## src/rtl/cpu_fetch_unit_pkg.sv

```systemverilog
// Shared CPU codes and widths for the fetch unit: control-state encoding and jump opcodes.
// Optional feature macro: CPU_FETCH_RETIRE_COUNT_EN (adds the retired-instruction counter).
package cpu_fetch_unit_pkg;

  localparam int unsigned DATA_W   = 8;
  localparam int unsigned STATE_W  = 4;
  localparam int unsigned RETIRE_W = 16;

  typedef enum logic [STATE_W-1:0] {
    STATE_FETCH_PC   = 4'd0,
    STATE_FETCH_INST = 4'd1,
    STATE_LOAD_ADDR  = 4'd2,
    STATE_RAM_A      = 4'd3,
    STATE_RAM_B      = 4'd4,
    STATE_STORE_A    = 4'd5,
    STATE_LDI        = 4'd6,
    STATE_ALU_OP     = 4'd7,
    STATE_OUT_A      = 4'd8,
    STATE_JUMP       = 4'd9,
    STATE_MOV_FETCH  = 4'd10,
    STATE_MOV_LOAD   = 4'd11,
    STATE_MOV_STORE  = 4'd12,
    STATE_HALT       = 4'd13,
    STATE_NEXT       = 4'd14
  } cpu_state_e;

  // Jump family; the low two bits are don't-care in every casez match.
  localparam logic [DATA_W-1:0] OP_JMP = 8'b0010_00??;
  localparam logic [DATA_W-1:0] OP_JEZ = 8'b0010_01??;
  localparam logic [DATA_W-1:0] OP_JNZ = 8'b0010_10??;

endpackage

```

## src/rtl/cpu_fetch_unit_if.sv

```systemverilog
// Fetch-unit bus: control state and memory data in, PC/MAR/IR and status out.
// Optional feature macro: CPU_FETCH_RETIRE_COUNT_EN (adds the retired field).
interface cpu_fetch_unit_if
  import cpu_fetch_unit_pkg::*;
#(
  parameter int unsigned PC_WIDTH = 8
) ();

  logic [STATE_W-1:0]  state;
  logic [DATA_W-1:0]   bus_in;
  logic                zero_flag;
  logic [DATA_W-1:0]   opcode;
  logic [DATA_W-1:0]   operand;
  logic [PC_WIDTH-1:0] pc;
  logic [PC_WIDTH-1:0] mem_addr;
  logic                halted;
  logic                instr_done;
`ifdef CPU_FETCH_RETIRE_COUNT_EN
  logic [RETIRE_W-1:0] retired;
`endif

  modport master (
    output state, bus_in, zero_flag,
    input  opcode, operand, pc, mem_addr, halted, instr_done
`ifdef CPU_FETCH_RETIRE_COUNT_EN
    , input retired
`endif
  );

  modport slave (
    input  state, bus_in, zero_flag,
    output opcode, operand, pc, mem_addr, halted, instr_done
`ifdef CPU_FETCH_RETIRE_COUNT_EN
    , output retired
`endif
  );

endinterface

```

## src/rtl/cpu_jump_cond.sv

```systemverilog
// Combinational jump decision from the latched opcode and the ALU zero flag.
module cpu_jump_cond
  import cpu_fetch_unit_pkg::*;
(
  input  logic [DATA_W-1:0] opcode,
  input  logic              zero_flag,
  output logic              take_jump_c
);

  always_comb begin
    take_jump_c = 1'b0;
    casez (opcode)
      OP_JMP:  take_jump_c = 1'b1;
      OP_JEZ:  take_jump_c = zero_flag;
      OP_JNZ:  take_jump_c = ~zero_flag;
      default: take_jump_c = 1'b0;
    endcase
  end

endmodule

```

## src/rtl/cpu_fetch_unit.sv

```systemverilog
// CPU fetch unit: PC, MAR, instruction and operand registers driven by the control state code.
// Optional feature macro: CPU_FETCH_RETIRE_COUNT_EN (16-bit retired-instruction counter).
module cpu_fetch_unit
  import cpu_fetch_unit_pkg::*;
#(
  parameter int unsigned         PC_WIDTH     = 8,
  parameter logic [PC_WIDTH-1:0] RESET_VECTOR = '0
) (
  input  logic           clk,
  input  logic           reset_cycle,
  cpu_fetch_unit_if.slave bus
);

  logic [PC_WIDTH-1:0] pc_q, pc_d;
  logic [PC_WIDTH-1:0] mar_q, mar_d;
  logic [DATA_W-1:0]   opcode_q, opcode_d;
  logic [DATA_W-1:0]   operand_q, operand_d;
  logic                halted_q, halted_d;
  logic                done_q, done_d;
  logic                take_jump_c;

  cpu_jump_cond u_jump_cond (
    .opcode      (opcode_q),
    .zero_flag   (bus.zero_flag),
    .take_jump_c (take_jump_c)
  );

  // Per-state register updates; a halted unit ignores every state code.
  always_comb begin
    pc_d      = pc_q;
    mar_d     = mar_q;
    opcode_d  = opcode_q;
    operand_d = operand_q;
    halted_d  = halted_q;
    done_d    = 1'b0;
    if (!halted_q) begin
      case (bus.state)
        STATE_FETCH_PC: begin
          mar_d = pc_q;
          pc_d  = pc_q + PC_WIDTH'(1);
        end
        STATE_FETCH_INST: opcode_d = bus.bus_in;
        STATE_LOAD_ADDR: begin
          operand_d = bus.bus_in;
          mar_d     = PC_WIDTH'(bus.bus_in);
        end
        STATE_LDI: operand_d = bus.bus_in;
        STATE_JUMP: begin
          operand_d = bus.bus_in;
          if (take_jump_c) pc_d = PC_WIDTH'(bus.bus_in);
        end
        STATE_HALT: halted_d = 1'b1;
        STATE_NEXT: done_d   = 1'b1;
        default: ;
      endcase
    end
  end

  always_ff @(posedge clk or posedge reset_cycle) begin
    if (reset_cycle) begin
      pc_q      <= RESET_VECTOR;
      mar_q     <= '0;
      opcode_q  <= '0;
      operand_q <= '0;
      halted_q  <= 1'b0;
      done_q    <= 1'b0;
    end else begin
      pc_q      <= pc_d;
      mar_q     <= mar_d;
      opcode_q  <= opcode_d;
      operand_q <= operand_d;
      halted_q  <= halted_d;
      done_q    <= done_d;
    end
  end

  assign bus.pc         = pc_q;
  assign bus.mem_addr   = mar_q;
  assign bus.opcode     = opcode_q;
  assign bus.operand    = operand_q;
  assign bus.halted     = halted_q;
  assign bus.instr_done = done_q;

`ifdef CPU_FETCH_RETIRE_COUNT_EN
  logic [RETIRE_W-1:0] retired_q, retired_d;

  // Counts retirements; wraps naturally at the counter width.
  always_comb begin
    retired_d = retired_q;
    if (!halted_q && (bus.state == STATE_NEXT)) retired_d = retired_q + RETIRE_W'(1);
  end

  always_ff @(posedge clk or posedge reset_cycle) begin
    if (reset_cycle) retired_q <= '0;
    else             retired_q <= retired_d;
  end

  assign bus.retired = retired_q;
`endif

endmodule

```

## src/flat_wrapper.sv

```systemverilog
// flat-port wrapper written by rule: the top's interface ports become plain ports
module cpu_fetch_unit_flat import cpu_fetch_unit_pkg::*;
#(
  parameter int unsigned         PC_WIDTH     = 8,
  parameter logic [PC_WIDTH-1:0] RESET_VECTOR = '0
)
  (clk, reset_cycle, bus_state, bus_bus_in, bus_zero_flag, bus_opcode, bus_operand, bus_pc, bus_mem_addr, bus_halted, bus_instr_done);
  cpu_fetch_unit_if #(.PC_WIDTH(PC_WIDTH)) bus_i ();
  input  logic clk;
  input  logic reset_cycle;
  input wire logic [$bits(bus_i.state)-1:0] bus_state;
  input wire logic [$bits(bus_i.bus_in)-1:0] bus_bus_in;
  input wire logic [$bits(bus_i.zero_flag)-1:0] bus_zero_flag;
  output wire logic [$bits(bus_i.opcode)-1:0] bus_opcode;
  output wire logic [$bits(bus_i.operand)-1:0] bus_operand;
  output wire logic [$bits(bus_i.pc)-1:0] bus_pc;
  output wire logic [$bits(bus_i.mem_addr)-1:0] bus_mem_addr;
  output wire logic [$bits(bus_i.halted)-1:0] bus_halted;
  output wire logic [$bits(bus_i.instr_done)-1:0] bus_instr_done;
  assign bus_i.state = bus_state;
  assign bus_i.bus_in = bus_bus_in;
  assign bus_i.zero_flag = bus_zero_flag;
  assign bus_opcode = bus_i.opcode;
  assign bus_operand = bus_i.operand;
  assign bus_pc = bus_i.pc;
  assign bus_mem_addr = bus_i.mem_addr;
  assign bus_halted = bus_i.halted;
  assign bus_instr_done = bus_i.instr_done;
  cpu_fetch_unit #(.PC_WIDTH(PC_WIDTH), .RESET_VECTOR(RESET_VECTOR)) u_core (.clk(clk), .reset_cycle(reset_cycle), .bus(bus_i));
endmodule
```

## config.mk

```make
export PLATFORM = sky130hd
export DESIGN_NAME = cpu_fetch_unit_flat
export DESIGN_NICKNAME = d
export VERILOG_FILES = /design/src/rtl/cpu_fetch_unit_pkg.sv /design/src/rtl/cpu_fetch_unit_if.sv /design/src/rtl/cpu_jump_cond.sv /design/src/rtl/cpu_fetch_unit.sv /design/src/flat_wrapper.sv
export SDC_FILE = /design/constraint.sdc
export NUM_CORES = 1
export LEC_CHECK = 0
export BUFFER_PORTS_ARGS = -buffer_cell sky130_fd_sc_hd__buf_4
export CELL_PAD_IN_SITES_DETAIL_PLACEMENT = 1
export CELL_PAD_IN_SITES_GLOBAL_PLACEMENT = 2
export CORE_ASPECT_RATIO = 1.75
export CORE_UTILIZATION = 28
export DETAILED_ROUTE_END_ITERATION = 7
export GPL_ROUTABILITY_DRIVEN = 0
export PLACE_DENSITY = 0.85
export SLEW_MARGIN = 10
export SYNTH_ARGS = -nofsm -noshare
export SYNTH_HDL_FRONTEND = slang
export SYNTH_SLANG_ARGS = --single-unit
```

## constraint.sdc

```tcl
create_clock -name clk -period 1.7 [get_ports clk]
set_clock_uncertainty 0.05 [all_clocks]
set_input_delay 0.34 -clock clk [delete_from_list [all_inputs] [get_ports clk]]
set_output_delay 0.34 -clock clk [all_outputs]
set_load 0.005 [all_outputs]
```

* Yosys cells after proc, flatten, opt, wreduce, memory -nomap -nowiden
Cells that the tools add are included. Widths: inputs -> output; s select.
Operators by class: add/subtract/negate cells 1, reduce and logical (&&, ||, !) cells 8, bitwise gates (word level) 2, equal/unequal tests 10, mux-type cells 8
Operators with widths (number):
- $pmux 8 s2 | 2
- $eq 6x4->1 const B | 3
- $eq 4x4->1 const B | 3
- $add 8x1->8 const B | 1
- $mux 8 | 1
- $reduce_and 2->1 | 3
- $eq 4x1->1 const B | 1
- $eq 4x2->1 const B | 1
- $eq 4x3->1 const B | 1
- $logic_not 4->1 | 1
- $mux 1 | 4
- $reduce_bool 2->1 | 2
- $pmux 1 s3 | 1
- $reduce_and 3->1 | 1
- $reduce_or 3->1 | 1
- $ne 2x1->1 const B | 1
- $not 1->1 | 2
Word-level totals: output and inout bits 34, register bits after elaboration 34, logic and storage cells 35

* Logic depth before layout (Yosys ltp)
word-level depth 4, depth in mapped cells 6, gate-level depth less buffers 5

* Cells and area by module
Synthesis repeated with hierarchy kept, for this count alone.
Second synthesis, totals: cells, all modules 142, area total of the unflattened synthesis 1610.3 um^2
By module, submodules not included:
- cpu_fetch_unit | cells an instance 139, times used 1, area an instance 1586.5 um^2, seq. area each 850.8 um^2
- cpu_jump_cond | cells an instance 3, times used 1, area an instance 23.8 um^2, seq. area each 0.0 um^2

* Least setup slack after synthesis
Ideal clock, no wire load.
path kind register -> register, start reg u_core.opcode_q[7], in the netlist u_core.bus.opcode[7], end reg u_core.pc_q[1], in the netlist u_core.bus.pc[1], period minus slack after synthesis 1.915 ns, data arrival time 1.740 ns, cell stages (with the launch flop) 5, setup slack -0.215 ns, path through dfrtp_1 -> or4b_4 -> nor4_4 -> nor2_4 -> mux2_4
Between the ends: longest elaborated chain between the ends 4
Ends and longest elaborated chain:
- start, declared | line cpu_fetch_unit.sv:16 | logic [DATA_W-1:0] opcode_q, opcode_d;
- start signal, assigned | line cpu_fetch_unit.sv:70 | opcode_q <= opcode_d;
- $eq 6x4->1 | line cpu_jump_cond.sv:12 | casez (opcode)
- $pmux 1 s3 * | line cpu_jump_cond.sv:12
- $ne 2x1->1 (no line) *
- $reduce_and 3->1 (no line) *
- end signal, assigned | line cpu_fetch_unit.sv:68 | pc_q <= pc_d;
- end, declared | line cpu_fetch_unit.sv:14 | logic [PC_WIDTH-1:0] pc_q, pc_d;
Every way passes the cells marked *; elsewhere a longest branch is shown, timed or not. A chain may end at the register's enable or synchronous reset.

* Worst setup path after layout
start reg u_core.opcode_q[4], in the netlist u_core.bus.opcode[4], end reg u_core.pc_q[1], in the netlist u_core.bus.pc[1]
Same word-level chain as after synthesis.

==> metrics.cfg <==
[floorplan]
std_cell_rows = 35
core_area_sq_mm = 0.00534
num_io_pins = 49
fp.dieW_um = 58.9
die_h_um = 102
initial_core_util_pct = 29.7
die-area_sq_mm = 0.00598

[sta]
finalHoldViolCount = 0
slew_headroom_pct = 70.4
fin_hold_ws_ns = 0.108
period_minus_slack_ns = 1.76
slew_violations = 0
worst_slew_pin_slew_ns = 0.443
fin_crit_sh_pct = 104
max_freq_mhz = 567
fin_tns_setup_ns = -0.123
setup_viol = 3
fin_ws_ns = -0.0631
grt_setup_unrepaired = yes

[min_path]
hold_path_class = in2async

[worst_setup_path]
path_cells = or4b_4 -> nor4_4 -> buf_4 -> nor2_4 -> mux2_4
cp_slowest_stage_delay_ns = 0.53
cp-end-kind = flop
ff2ff_setup_slack_ns = -0.06
start_kind = flop
arrival_ns = 1.88
crit_fanout = 6
r2r-end = u_core.bus.pc[1]
worst-path-buf-inv = 1
crit_family = simple AND/OR/NAND/NOR gates
critical_path_class = reg2reg
slowest_stage = or4b_4
crit_required_ns = 1.81
r2r_cells = 5
r2r-start = u_core.bus.opcode[4]

[yosys]
synth_top_area_cell = dfrtp_1
yosys_warnings = 0
ys_ff_latch = 34
synthMostInstantiatedCell = dfrtp_1
synth_simple_gate_area_share_pct = 16.6
synthCells = 139
muxShareOfSynthArea_pct = 13.0
syn_avg_cell_area_sq_um = 11.4
yosysTopAreaCellShare_pct = 53.7
yosys-top-cells-area = dfrtp_1 54%, mux2_1 12%, o22ai_1 4.3%, nand2_1 4.0%, o21ai_1 2.8%
synth_top_family_by_area = simple AND/OR/NAND/NOR gates
synth-compound-area-share_pct = 13.9
ys_seq_area_share_pct = 53.7
synth.distinct_cells = 35
synth_xor_area_share_pct = 0
synth_fa_ha_area_share_pct = 0.789
synthArstFlopShare_pct = 100
synth_common_cells = 34 x dfrtp_1, 17 x mux2_1, 17 x nand2_1
mappedNetlistNets = 155
synth_flop_cell = dfrtp_1
synth_edf_count = 0
syn_area_sq_mm = 0.00159

[cells_and_area]
layout.nets = 230
diodes = 0
drive_gt1_share_pct = 43.5
multi_input_comb_area_sq_um = 731
utilization_pct = 43.6
seq_area_sq_um = 851
area_growth_pct = 46.9
fillers = 625

[clock_tree]
cts_root_buf = clkbuf_8
clock-sinks = 34
ctsHtreeMaxLevel = 2
postCtsHoldBufs = 0
clk_pin_slew_worst_paths_ns = 0.07
cts_buffers = 5
cts_tree = yes
clk_latency_ns = 0.28
cts_buffer_depth = 2

[global_routing]
grt_overflow = 0
grt_pass1_wl_um = 7730
grt_max_degree = 35
groute.usage.overall_pct = 17.5
antenna_found_initial = 0
grt_pass1_vias = 1591

[flow_run]
cap_violations = 0

[pwr]
seq_power_share_pct = 46.1
p_leak_nw = 1.08
p_comb_share_pct = 32.5
peakVddDrop_uv = 392
p_sw_share_pct = 29.6
clkPwrFrac_pct = 21.4
p_total_mw = 2.58
p_sw_mw = 0.765
internal-power_mw = 1.82
p_per_area_mw_per_mm2 = 1110

[detailed_routing]
wl_per_cell_um = 16.2
first_pass_iters = 4
ant_nets = 0
drc_errors = 0
vias_per_cell = 4.89
wirelength_um = 4680
dr_total_vias = 1407
drt_iter0_drc = 16

[place]
port_buffers = 48
hpwlAfterDp_um = 3750

[outcome]
outcome = complete, but fails checks
failed_checks = negative setup slack

[placed cells by master (no fill, tap or decap), drive strengths merged, types with 5 or more instances in the layout]
cell type,count
buf,74
dfrtp,34
mux2,18
nand2,17
o22ai,11
o21ai,9
nor2,7
a21oi,6
clkbuf,5
nor4,5
[cell families after synthesis]
family	Yosys count
AOI/OAI and AO/OA	35
DFF	34
muxes	18
adders and majority gates	1
and+or+nand+nor	43
buffers and inverters	8
[worst max path at each step]
stage | startpoint | end | slack (ns) | cells after the start
detailed placement | bus_state[2] | u_core.bus.pc[0] | -0.13 | 6
finish | u_core.bus.opcode[4] | u_core.bus.pc[1] | -0.06 | 5
floorplan | u_core.bus.opcode[7] | u_core.bus.pc[1] | -0.14 | 4
CTS | u_core.bus.opcode[4] | u_core.bus.pc[1] | -0.07 | 5
global placement | bus_state[0] | u_core.bus.pc[1] | -0.06 | 5
global route | u_core.bus.opcode[4] | u_core.bus.pc[1] | -0.11 | 5
[layout make-up]
class / count / area share [%]
clock inverter: 2 / 0.430
inverter: 2 / 0.322
timing repair buffer: 74 / 24.4
clock buffer: 5 / 2.96
sequential: 34 / 36.5
tap: 74 / 3.98
multi-input combinational: 97 / 31.4
[timing repair]
item,4_1_cts,5_1_grt
setup endpoints to repair,4,7
buffers inserted,1,1
pin swaps,0,1
gates resized for setup,0,3
[power groups by stage]
stage               registers, mW  logic [mW]  clock network [mW]
floorplan                    1.20       0.288                   0
global placement             1.19       0.802                   0
detailed placement           1.21       0.833                   0
CTS                          1.19       0.835               0.574
global route                 1.22       0.916               0.602
finish                       1.19       0.841               0.553
[state kept, by name, summed over array words and instances, names as in the netlist]
name	flops
u_core.bus.opcode	8
u_core.bus.mem_addr	8
u_core.bus.halted	1
u_core.bus.instr_done	1
u_core.bus.pc	8
u_core.bus.operand	8
[metrics by stage]
stage	area, sq um	worst slack (ns)	instances
after floorplan	1610	-0.141	139
after global placement	2220	-0.0591	279
after detailed placement	2220	-0.127	279
after CTS	2300	-0.0744	287
after global routing	2330	-0.111	288
final	2330	-0.0631	288
[worst reg2reg max path, delay by kind of cell (launching register included)]
kind          cells  cell delay, ns
simple gates      3            0.74
mux               1            0.29
buf+inv           1            0.17
flops             1            0.39
[layer usage]
layer | routed length [um] | global-route usage [%] | part of all wire (%) | vias up
met3 | 145 | 3.07 | 3.1 | 13
li1 | - | - | - | 659
met1 | 1690 | 17.7 | 36 | 694
met2 | 2610 | 32.1 | 56 | 41
met5 | 0 | 0 | 0 | -
met4 | 227 | 11.0 | 4.9 | 0
No activity file was read; power rests on OpenSTA's default activity.
